[src/rtl/ps2_keyboard_fifo.sv]
// ps2_keyboard_fifo
// Memory-mapped PS/2 keyboard receiver. Decodes PS/2 frames (start, 8 data
// bits LSB first, odd parity, stop) into scan codes. The codes are buffered
// in a DEPTH-entry FIFO so the CPU can poll at any rate.
//
// Ports
//   clk        system clock, all state on the rising edge
//   reset      asynchronous active-low reset
//   ps2_clk    raw PS/2 clock pin (asynchronous)
//   data       raw PS/2 data pin (asynchronous)
//   DataAdr    bus address, only [3:2] decoded
//   WriteData  bus write data
//   enable     block select from the address decoder
//   MemWrite   1 = write, 0 = read
//   ReadData   combinational read data, 0 when not selected
//   irq        registered interrupt request
//
// Register map (DataAdr[3:2])
//   0 DATA    RO  {23'b0, nonempty, head}; a read pops the head when nonempty
//   1 STATUS      {16'b0, count, 3'b0, frame_err, parity_err, overflow, full, empty}
//                 writing 1 to bits [4:2] clears the matching sticky flag
//   2 CONTROL RW  bit0 rx_en (reset 1), bit1 irq_en (reset 0)
//   3             reads 0, writes ignored
module ps2_keyboard_fifo #(
  parameter int DEPTH      = 8,
  parameter int FILTER_LEN = 4,
  parameter int TIMEOUT    = 50000
) (
  input  logic        clk,
  input  logic        reset,
  input  logic        ps2_clk,
  input  logic        data,
  input  logic [31:0] DataAdr,
  input  logic [31:0] WriteData,
  input  logic        enable,
  input  logic        MemWrite,
  output logic [31:0] ReadData,
  output logic        irq
);

  localparam int AW = (DEPTH > 1) ? $clog2(DEPTH) : 1;
  localparam int CW = $clog2(DEPTH + 1);
  localparam int FW = $clog2(FILTER_LEN + 1);
  localparam int TW = $clog2(TIMEOUT + 1);

  typedef enum logic [1:0] {S_IDLE, S_DATA, S_PAR, S_STOP} st_t;

  // ---------------- input synchronisers and clock filter ----------------
  // Both synchronisers reset to the idle-high bus level.
  logic [1:0]    csync, dsync;
  logic          ck_s, d_s;
  logic          filt;
  logic [FW-1:0] fcnt;
  logic          accept, fall;

  always_ff @(posedge clk or negedge reset) begin
    if (!reset) begin
      csync <= 2'b11;
      dsync <= 2'b11;
    end else begin
      csync <= {csync[0], ps2_clk};
      dsync <= {dsync[0], data};
    end
  end

  assign ck_s = csync[1];
  assign d_s  = dsync[1];

  // fcnt counts consecutive synchronised samples that differ from the
  // accepted level; the FILTER_LEN-th such sample flips the level, and a
  // 1->0 flip is reported as a falling edge in that same cycle.
  assign accept = (ck_s != filt) && (fcnt == FW'(FILTER_LEN - 1));
  assign fall   = accept && !ck_s;

  always_ff @(posedge clk or negedge reset) begin
    if (!reset) begin
      filt <= 1'b1;
      fcnt <= '0;
    end else if (ck_s == filt) begin
      fcnt <= '0;
    end else if (accept) begin
      filt <= ck_s;
      fcnt <= '0;
    end else begin
      fcnt <= fcnt + 1'b1;
    end
  end

  // ---------------- receive FSM ----------------
  st_t           state, nstate;
  logic [2:0]    bitcnt;
  logic [7:0]    shreg;
  logic          parbit;
  logic [TW-1:0] tocnt;
  logic          timeout;
  logic          push, set_perr, set_ferr;
  logic          rx_en, irq_en;

  assign timeout = (state != S_IDLE) && !fall && (tocnt == TW'(TIMEOUT - 1));

  always_ff @(posedge clk or negedge reset) begin
    if (!reset) state <= S_IDLE;
    else        state <= nstate;
  end

  always_comb begin
    nstate = state;
    if (!rx_en || timeout) begin
      nstate = S_IDLE;
    end else if (fall) begin
      case (state)
        S_IDLE:  if (!d_s) nstate = S_DATA;
        S_DATA:  if (bitcnt == 3'd7) nstate = S_PAR;
        S_PAR:   nstate = S_STOP;
        default: nstate = S_IDLE;
      endcase
    end
  end

  // Stop-bit outcome: a bad stop bit outranks a parity error. Disabling
  // the receiver aborts silently.
  always_comb begin
    push     = 1'b0;
    set_perr = 1'b0;
    set_ferr = 1'b0;
    if (rx_en) begin
      if (timeout) begin
        set_ferr = 1'b1;
      end else if (fall && state == S_STOP) begin
        if (!d_s)                     set_ferr = 1'b1;
        else if (!(^{shreg, parbit})) set_perr = 1'b1;
        else                          push     = 1'b1;
      end
    end
  end

  always_ff @(posedge clk or negedge reset) begin
    if (!reset) begin
      bitcnt <= '0;
      shreg  <= '0;
      parbit <= 1'b0;
      tocnt  <= '0;
    end else begin
      if (fall && rx_en) begin
        case (state)
          S_IDLE: bitcnt <= '0;
          S_DATA: begin
            shreg  <= {d_s, shreg[7:1]};
            bitcnt <= bitcnt + 1'b1;
          end
          S_PAR:  parbit <= d_s;
          default: ;
        endcase
      end
      if (state == S_IDLE || fall) tocnt <= '0;
      else if (!timeout)           tocnt <= tocnt + 1'b1;
    end
  end

  // ---------------- bus decode and FIFO ----------------
  logic [1:0]    sel;
  logic          rd, wr;
  logic [7:0]    mem [DEPTH];
  logic [AW-1:0] wp, rp;
  logic [CW-1:0] count;
  logic          full, empty, pop, push_ok, set_ovf;
  logic          ovf, perr, ferr;
  logic [2:0]    clr;
  logic [7:0]    cnt8;
  logic          unused_ok;

  assign sel   = DataAdr[3:2];
  assign rd    = enable && !MemWrite;
  assign wr    = enable && MemWrite;
  assign full  = (count == CW'(DEPTH));
  assign empty = (count == '0);
  assign pop   = rd && (sel == 2'd0) && !empty;
  // A pop in the same cycle frees the slot the push needs.
  assign push_ok = push && (!full || pop);
  assign set_ovf = push && full && !pop;
  assign clr     = (wr && sel == 2'd1) ? WriteData[4:2] : 3'b000;
  assign cnt8    = 8'(count);
  assign unused_ok = ^{DataAdr[31:4], DataAdr[1:0], WriteData[31:5]};

  always_ff @(posedge clk) begin
    if (push_ok) mem[wp] <= shreg;
  end

  always_ff @(posedge clk or negedge reset) begin
    if (!reset) begin
      wp    <= '0;
      rp    <= '0;
      count <= '0;
    end else begin
      if (push_ok) wp <= wp + 1'b1;
      if (pop)     rp <= rp + 1'b1;
      if (push_ok && !pop)      count <= count + 1'b1;
      else if (!push_ok && pop) count <= count - 1'b1;
    end
  end

  // Sticky flags: a set in the same cycle as a clear wins.
  always_ff @(posedge clk or negedge reset) begin
    if (!reset) begin
      ovf    <= 1'b0;
      perr   <= 1'b0;
      ferr   <= 1'b0;
      rx_en  <= 1'b1;
      irq_en <= 1'b0;
      irq    <= 1'b0;
    end else begin
      ovf  <= set_ovf  || (ovf  && !clr[0]);
      perr <= set_perr || (perr && !clr[1]);
      ferr <= set_ferr || (ferr && !clr[2]);
      if (wr && sel == 2'd2) begin
        rx_en  <= WriteData[0];
        irq_en <= WriteData[1];
      end
      irq <= irq_en && (!empty || ovf || perr || ferr);
    end
  end

  always_comb begin
    ReadData = '0;
    if (enable) begin
      case (sel)
        2'd0:    ReadData = {23'b0, !empty, empty ? 8'h00 : mem[rp]};
        2'd1:    ReadData = {16'b0, cnt8, 3'b0, ferr, perr, ovf, full, empty};
        2'd2:    ReadData = {30'b0, irq_en, rx_en};
        default: ReadData = '0;
      endcase
    end
  end

endmodule

[config.mk]
export PLATFORM = sky130hd
export DESIGN_NAME = ps2_keyboard_fifo
export DESIGN_NICKNAME = d
export VERILOG_FILES = /design/src/rtl/ps2_keyboard_fifo.sv
export SDC_FILE = /design/constraint.sdc
export NUM_CORES = 1
export LEC_CHECK = 0
export BUFFER_PORTS_ARGS = -buffer_cell sky130_fd_sc_hd__buf_2
export CAP_MARGIN = 15
export CORE_ASPECT_RATIO = 1.75
export CORE_UTILIZATION = 25
export DETAILED_ROUTE_END_ITERATION = 16
export SETUP_SLACK_MARGIN = 0.15
export SLEW_MARGIN = 20
export SYNTH_ARGS = -nofsm -noshare
export SYNTH_HDL_FRONTEND = slang
export SYNTH_SLANG_ARGS = --single-unit
[constraint.sdc]
create_clock -name clk -period 6.83 [get_ports clk]
set_clock_uncertainty 0.1 [all_clocks]
set_input_delay 1.0245 -clock clk [delete_from_list [all_inputs] [get_ports clk]]
set_output_delay 1.0245 -clock clk [all_outputs]
set_load 0.005 [all_outputs]
# Word-level counts from Yosys, hierarchy flattened
# Memories as Yosys holds them, arrays and structs flattened.
# Cells that the tools add are included.
# Widths: inputs -> output; s select.
# totals
register_bits	54
ramBits	64
output_inout_bits	33
wordCells	127
n_memories	1
# mem_list
name	words	width	rd	rd_ports_with_merged_regs	write_ports	line	source
mem	8	8	1	0	1	163	logic [7:0] mem [DEPTH];
# classes
add_sub_neg	7
eq_ne	14
muxes	32
n_bitwise	1
reduce_logical	54
# ops
cell	n
$pmux 12 s3	1
$mux 16	2
$logic_and 1x1->1	21
$add 16x1->16 const B	1
$eq 16x16->1 const B	1
$mux 1	16
$add 3x1->3 const B	4
$mux 12	1
$logic_not 1->1	11
$logic_or 1x1->1	9
$mux 3	3
$reduce_xor 9->1	1
$mux 2	4
$mux 4	2
$mux 8	1
$reduce_and 2->1	4
$reduce_bool 2->1	4
$eq 2x2->1 const B	3
$ne 3x3->1 const B	2
$pmux 2 s3	1
$pmux 3 s2	1
$add 4x1->4 const B	1
$eq 2x1->1 const B	2
$eq 4x4->1 const B	1
other kinds (10)	11

# Longest topological paths before layout
# Gate-level depths: netlist (run 1).
# logic_depth
word_depth	13
ltp_mapped	13
depth_no_buf	13

# Worst setup path before layout (run 1)
# OpenSTA, ideal clock, no wires.
# synth_path
kind	input-to-reg
startpoint	input DataAdr[3]
endpoint	register count[3]
setup_ns	0.126
arrival_ns	3.111
slack_ns	3.493
stages	12
n_path_buf	0
path_cell_list	nor4b_2 > nand2_2 > a31oi_1 > and2_4 > ha_1 > inv_1 > ha_1 > a21o_1 > a21oi_1 > xnor2_1 > nor2_1 > xor2_1
# synth_between
elab_chain_len	8
word_cells_on_any_way	11
# synth_lines
element	line	source
start: declaration	33	input logic [31:0] DataAdr,
$logic_not 2->1 (*)	177	assign pop = rd && (sel == 2'd0) && !empty;
$logic_and 1x1->1 (*) (2 in series)	177	
$logic_or 1x1->1 (*)	179	assign push_ok = push && (!full || pop);
$logic_and 1x1->1 (*)	179	
via push_ok	166	logic full, empty, pop, push_ok, set_ovf;
$logic_not 1->1	198	else if (!push_ok && pop) count <= count - 1'b1;
$logic_and 1x1->1	198	
$reduce_bool 2->1 (no source line)	n/a	
end signal: assignment	197	if (push_ok && !pop) count <= count + 1'b1;
end signal: assignment	198	
end: declaration	165	logic [CW-1:0] count;
# Mark *: on every way through the listed nets, which the timed path passes. The rest lies on a longest branch.
# A chain may end at the register's enable or synchronous reset.

# Worst setup path in the final report (run 1)
# layout_path
startpoint	register rp[1]
endpoint	output ReadData[2]
# layout_between
elab_chain_len	4
# layout_lines
element	line	source
start: declaration	164	logic [AW-1:0] wp, rp;
start signal: assignment	196	if (pop) rp <= rp + 1'b1;
$mem_v2 8x8	n/a	
$mux 8	227	2'd0: ReadData = {23'b0, !empty, empty ? 8'h00 : mem[rp]};
$pmux 12 s3	226	case (sel)
$mux 12	225	if (enable) begin
end: declaration	37	output logic [31:0] ReadData,
# Every way passes these cells.

==> metrics.cfg, run 1 <==
[floorplanning]
num_io_pins=103
row_count=70
core_um2=21000
chipHeight_um=196
start_util=0.257
die_w_um=113
floorplan.die_area_um2=22200

[grt]
grt_first_pass_wirelength_um=17200
gr-total-overflow=0
grt_pass1_vias=3336
grt_usage=0.103
initial_antenna_violation_count=0
grt_start_max_net_pins=55

[worst_setup_path]
arrival_ps=2520
timing.critical_path.to_type=primary output
worst_path_largest_cell_delay_ps=980
kind_of_launch_point_of_the_worst_setup_path=register
worst-path-max-fanout=21
ff2ff_path_depth=12
critical_path.cell_chain=mux4_2 > mux2_2 > a22oi_1 > nor2_1 > buf_2
reg2reg_to=count[3]
critical_path.reg2reg.startpoint=shreg[1]
cp-startpoint=rp[1]
ff2ff_setup_slack_ps=3600
worst_ep_required_time_ps=5710
cp_slowest_cell=dfrtp_1
crit_type=reg2out

[final_layout]
syn2layout_area_growth_pct=18.0
num_antenna_cells=0
final.fill_count=2060
layout.nets=503
fraction_of_layout_instances_using_a_drive_strength_above_1=0.258

[synth]
synth-edff-count=64
synthTopCellsByCount=edfxtp_1, dfrtp_1, nor2_1
synth_top_area_frac=0.356
yosys-top-cells-area=edfxtp_1, dfrtp_1, mux4_2
syn-cell-area_um2=5390
predominant_post_synthesis_flop_cell=edfxtp_1
yosys_register_bits=118
sequential_cell_area_fraction_in_the_yosys_report=0.608
count_leader_synth=edfxtp_1
syn-instance-count=380
yosysTopAreaCell=edfxtp_1
async_flop_share=0.458
synth.avg_cell_area_um2=14.2
count_of_distinct_cell_types_in_the_synthesized_netlist=52
yosys_warnings=0

[cts]
insertion_delay_ps=410
clockBufferDepth=2
cts_made_buffers=17
clock_tree_from_tritoncts=yes
post_cts_hold_buffer_count=0
ctsResizeCount=0
post_cts_buffers=0
clkSlewWorstSetupHoldPaths_ps=60
cts.root.buffer_cell=clkbuf_16
cts_sinks=118
htree_levels=4

[route]
post_drt_via_cell_ratio=4.59
route.detailed.drc=0
drt_wl_total_um=10500
detailroute.via_count=3138
drt_first_iter_violations=142
drtAntennaViolNets=0
drt_first_pass_iters=4
route.detailed.wl_per_inst_um=15.4

[power]
sw_frac_of_total=0.216
power.sequential.fraction=0.445
power_density_nw_per_um2=274
p_leak_nw=2.54
combinationalPowerShare=0.028
total_switching_power_uw=376
p_int_mw=1.37
ir_drop_mv=0.155
share_clk_of_total_power=0.527

[timing]
finish_stage_setup_viols=0
tightest_slew_ps=987
hold_ws_ps=259
report.final.hold_viol_count=0
timing.final.max_slew_violations=0
setup_repair_after_global_routing_missed_its_margin=no
post-route-period-util=0.533
min_period_ps=3640
totalNegativeSetupSlack_ps=0
max_freq_mhz=274
worst_slew_margin_rel=0.339

[placement]
place.port_buffers=25
final_estimated_routing_congestion_in_global_placement=0.743
dp_hpwl_um=7500

[worst_hold_path]
holdPathEnd=csync[1]
worstHoldPathCells=0
worstHoldStart=csync[0]
class_of_the_tightest_hold_or_removal_check=reg2reg

[job]
max-cap-violations=0

[status]
outcome=complete, no violations

kinds of logic after synthesis:
kind of cell               count (synthesis)  synth area share
AOI/OAI and AO/OA                         28            0.0325
DFF                                      118             0.608
muxes                                     42             0.116
xor gates and xnor gates                  27            0.0478
and+or+nand+nor                          116             0.121
other                                      1          0.000695
buffers and inverters                     33            0.0376
adders and majority gates                 15            0.0362
layout by cell type (no fill, tap or decap), drive strengths merged, types with 5 or more instances in the layout:
master / netlist / layout
clkbuf: 6 / 17
nor3: 5 / 5
mux4: 14 / 14
nand3: 13 / 13
dfstp: 6 / 6
nor2: 29 / 29
mux2i: 9 / 9
o21ai: 10 / 10
mux2: 19 / 19
nand4: 7 / 7
dfrtp: 48 / 48
nand2b: 6 / 6
nor2b: 7 / 7
buf: 23 / 29
a21oi: 7 / 7
edfxtp: 64 / 64
xnor2: 14 / 14
ha: 14 / 14
clkinv: 0 / 5
and3: 5 / 5
inv: 4 / 10
nand2: 19 / 19
conb: 1 / 20
xor2: 12 / 12
power by group through the flow:
| stage | clock network, mW | logic [mW] | registers, mW |
|---|---|---|---|
| after CTS | 0.936 | 0.0507 | 0.776 |
| final | 0.918 | 0.0493 | 0.776 |
| after detailed placement | 0 | 0.0504 | 0.789 |
| after floorplan | 0 | 0.0384 | 0.785 |
| after global placement | 0 | 0.0471 | 0.789 |
| after global routing | 0.963 | 0.0564 | 0.777 |
worst max path at each step:
stage / end / slack (ps) / depth (start not counted)
final: ReadData[2] / 3190 / 5
after detailed placement: count[3] / 3040 / 13
after CTS: ReadData[2] / 3160 / 5
after global routing: ReadData[2] / 3090 / 5
after floorplan: count[3] / 3490 / 12
after global placement: count[3] / 3070 / 13
worst max-delay path: cells and delay by family (launching register included):
family / cells / cell delay, ps
flip-flops: 1 / 980
buffers and inverters: 1 / 130
multiplexers: 2 / 710
AND/OR/NAND/NOR: 1 / 60
AO/OA/AOI/OAI: 1 / 200
per-layer routing:
metal / GRT usage / vias to the layer above / part of all wire
met4: 0.0585 / 0 / 0.024
met3: 0.0167 / 17 / 0.028
met1: 0.102 / 1599 / 0.37
met5: 0 / - / 0
met2: 0.197 / 86 / 0.58
li1: - / 1436 / -
layout make-up:
type,instances,area [µm²],share of cell area
multi-input combinational,248,1980,0.311
sequential,118,3280,0.516
tap,252,315,0.0495
clock inverter,15,191,0.0301
inverter,4,15.0,0.00236
timing repair buffer,29,155,0.0244
clock buffer,17,425,0.0669
sequential cells by signal, summed over array words and instances, names as in the netlist, 2 cells and up:
register / flops
shreg: 8
count: 4
state: 2
tocnt: 16
wp: 3
csync: 2
dsync: 2
fcnt: 3
mem: 64
rp: 3
bitcnt: 3
per-stage QoR:
step | setup slack [ps] | instance area (µm²) | power, mW | instances | utilization
floorplan | 3490 | 5460 | 0.823 | 399 | -
global placement | 3070 | 5750 | 0.836 | 651 | 0.273
detailed placement | 3040 | 5750 | 0.840 | 651 | 0.273
CTS | 3160 | 6360 | 1.76 | 683 | 0.303
global route | 3090 | 6360 | 1.80 | 683 | 0.303
finish | 3190 | 6360 | 1.74 | 683 | 0.303
Note: power is estimated with default switching activity, not from simulation.
==> run 2: changes to the inputs <==
clock period = 3.5 ns   (was 6.83 ns; I/O delays follow)
==> run 2 against run 1 <==
Power increased by 100%. First-iteration DRC count decreased by 16%. Combinational power increased by 95%. Sequential power increased by 96%. Sequential cell count unchanged. Non-clock buffer count increased by 11. Final cell count increased by 1.6%. Clock-buffer cell count increased by 1. Wire length increased by 4.4%. Register-to-register slack got worse by 3200 ps. Critical path type unchanged.
==> metrics.cfg, run 2 (synthesized netlist as in run 1, its figures left out) <==
[final_layout]
largest_register_ffs=64  ; unchanged
top_register=mem  ; unchanged
final.fill_count=2063  ; was 2060
syn2layout_area_growth_pct=19.9  ; was 18.0%
largest_registers=mem (64), tocnt (16), shreg (8)  ; unchanged
multiInputGateArea_um2=1980  ; unchanged
seq_area_um2=3280  ; unchanged
final_cell_mix=edfxtp_1, dfrtp_1, nor2_1  ; unchanged
final_util=0.308  ; was 0.303
num_antenna_cells=0  ; unchanged
layout.nets=514  ; was 503
layout_commonest_cell=edfxtp_1  ; unchanged
layout.cell_area.non_filler_um2=6460  ; was 6360 µm²
fraction_of_layout_instances_using_a_drive_strength_above_1=0.269  ; was 0.258

[grt]
gr-total-overflow=0  ; unchanged
initial_antenna_violation_count=0  ; unchanged
grt_usage=0.107  ; was 0.103
grt_pass1_vias=3392  ; was 3336
grt_first_pass_wirelength_um=17800  ; was 17200 µm
grt_start_max_net_pins=40  ; was 55

[timing]
timing.final.max_slew_violations=0  ; unchanged
totalNegativeSetupSlack_ps=0  ; unchanged
min_period_ps=3120
finish_stage_setup_viols=0  ; unchanged
tightest_slew_ps=878  ; was 987 ps
report.final.hold_viol_count=0  ; unchanged
worst_slew_margin_rel=0.415  ; was 0.339
setup_repair_after_global_routing_missed_its_margin=no  ; unchanged
max_freq_mhz=321
post-route-period-util=0.891

[route]
post_drt_via_cell_ratio=4.54  ; was 4.59
drtAntennaViolNets=0  ; unchanged
drt_first_pass_iters=4  ; unchanged
route.detailed.wl_per_inst_um=15.8  ; was 15.4 µm
detailroute.via_count=3149  ; was 3138
drt_wl_total_um=11000  ; was 10500 µm
route.detailed.drc=0  ; unchanged
drt_first_iter_violations=119  ; was 142

[floorplanning]
row_count=70  ; unchanged
num_io_pins=103  ; unchanged
core_um2=21000  ; unchanged
floorplan.die_area_um2=22200  ; unchanged
chipHeight_um=196  ; unchanged
start_util=0.257  ; unchanged
die_w_um=113  ; unchanged

[worst_setup_path]
cp_slowest_cell=dfrtp_1  ; unchanged
worst_path_dominant_cell_family=multiplexers  ; was flip-flops
timing.critical_path.to_type=primary output  ; unchanged
worst_path_largest_cell_delay_ps=790  ; was 980 ps
worstPathBufferInverterCount=1  ; unchanged
worst_ep_required_time_ps=2870  ; was 5710 ps
critical_path.reg2reg.startpoint=shreg[1]  ; unchanged
ff2ff_path_depth=12  ; unchanged
ff2ff_setup_slack_ps=380  ; was 3600 ps
cp-startpoint=rp[0]  ; was rp[1]
arrival_ps=2490  ; was 2520 ps
kind_of_launch_point_of_the_worst_setup_path=register  ; unchanged
critical_path.cell_chain=mux4_2 > mux2_2 > a22oi_1 > nor2_1 > buf_2  ; unchanged
crit_type=reg2out  ; unchanged
cp_num_cells=5  ; unchanged
crit_end=ReadData[3]  ; was ReadData[2]
worst-path-max-fanout=14  ; was 21
reg2reg_to=count[3]  ; unchanged

[cts]
insertion_delay_ps=420  ; was 410 ps
clockBufferDepth=2  ; unchanged
post_cts_hold_buffer_count=0  ; unchanged
cts_made_buffers=17  ; unchanged
ctsResizeCount=0  ; unchanged
cts_sinks=118  ; unchanged
clock_tree_from_tritoncts=yes  ; unchanged
cts.root.buffer_cell=clkbuf_16  ; unchanged
post_cts_buffers=0  ; unchanged
htree_levels=4  ; unchanged
clkSlewWorstSetupHoldPaths_ps=60  ; about the same

[status]
outcome=complete, no violations  ; unchanged

[placement]
final_estimated_routing_congestion_in_global_placement=0.738  ; was 0.743
dp_hpwl_um=7910  ; was 7500 µm
place.port_buffers=25  ; unchanged
dpl-instance-area_um2=5830  ; was 5750 µm²

[worst_hold_path]
class_of_the_tightest_hold_or_removal_check=in2reg  ; was reg2reg
worstHoldPathCells=1  ; was 0

[power]
p_leak_nw=2.60  ; was 2.54 nW
power_density_nw_per_um2=539  ; was 274 nW/µm²
ir_drop_mv=0.304  ; was 0.155 mV

[job]
max-cap-violations=0  ; unchanged

## run 2: cell count changes in the layout (fill, tap and decap cells not counted), sizes merged
| cell | previous run | this run |
|---|---|---|
| inv | 10 | 5 |
| clkbuf | 17 | 18 |
| buf | 29 | 40 |
| bufinv | 3 | 5 |
| clkinvlp | 1 | 3 |
## run 2: stage by stage
step / hold slack [ps] / total power, mW / setup slack, ps / cells
after floorplan: 129 / 1.61 / 633 / 399
after global placement: 246 / 1.63 / 385 / 662
after detailed placement: 247 / 1.64 / 371 / 662
after CTS: 93.3 / 3.52 / 299 / 694
after global routing: 94.8 / 3.60 / 188 / 694
final: 105 / 3.48 / 383 / 694
## run 2: area by class of cell
| type | instances | area share |
|---|---|---|
| Sequential cell | 118 | 0.507 |
| Tap cell | 252 | 0.0488 |
| Clock inverter | 14 | 0.0319 |
| Multi-Input combinational cell | 248 | 0.306 |
| Clock buffer | 18 | 0.0664 |
| Timing Repair Buffer | 40 | 0.0368 |
| Inverter | 4 | 0.00232 |
## run 2: worst reg2reg max path, stage by stage (launching register included)
cell and delay [ps]:
dfrtp_1 500, xnor2_1 220, xnor3_1 470, xnor2_2 250, and2_4 210, ha_1 190, inv_1 100, ha_1 280
a21o_1 180, a21oi_1 170, xnor2_1 140, nor2_1 70, xor2_1 140
## run 2: how the worst min path moves through the flow
| stage | start | end | slack, ps |
|---|---|---|---|
| finish | data | dsync[0] | 110 |
| floorplan | reset | bitcnt[0] | 130 |
| global placement | csync[0] | csync[1] | 250 |
| CTS | data | dsync[0] | 90 |
| detailed placement | csync[0] | csync[1] | 250 |
| global route | ps2_clk | csync[0] | 90 |
## run 2: report_power, final
group / internal, mW / switching (mW) / total [mW]
clock network: 1.26 / 0.617 / 1.87
logic: 0.0410 / 0.0553 / 0.0963
registers: 1.49 / 0.0244 / 1.52
## run 2: routing by layer
| metal | wire (µm) | vias to the layer above | track usage |
|---|---|---|---|
| li1 | - | 1460 | - |
| met1 | 3890 | 1606 | 0.0982 |
| met2 | 6580 | 67 | 0.214 |
| met3 | 277 | 16 | 0.0213 |
| met4 | 246 | 0 | 0.0556 |
| met5 | 0 | - | 0 |
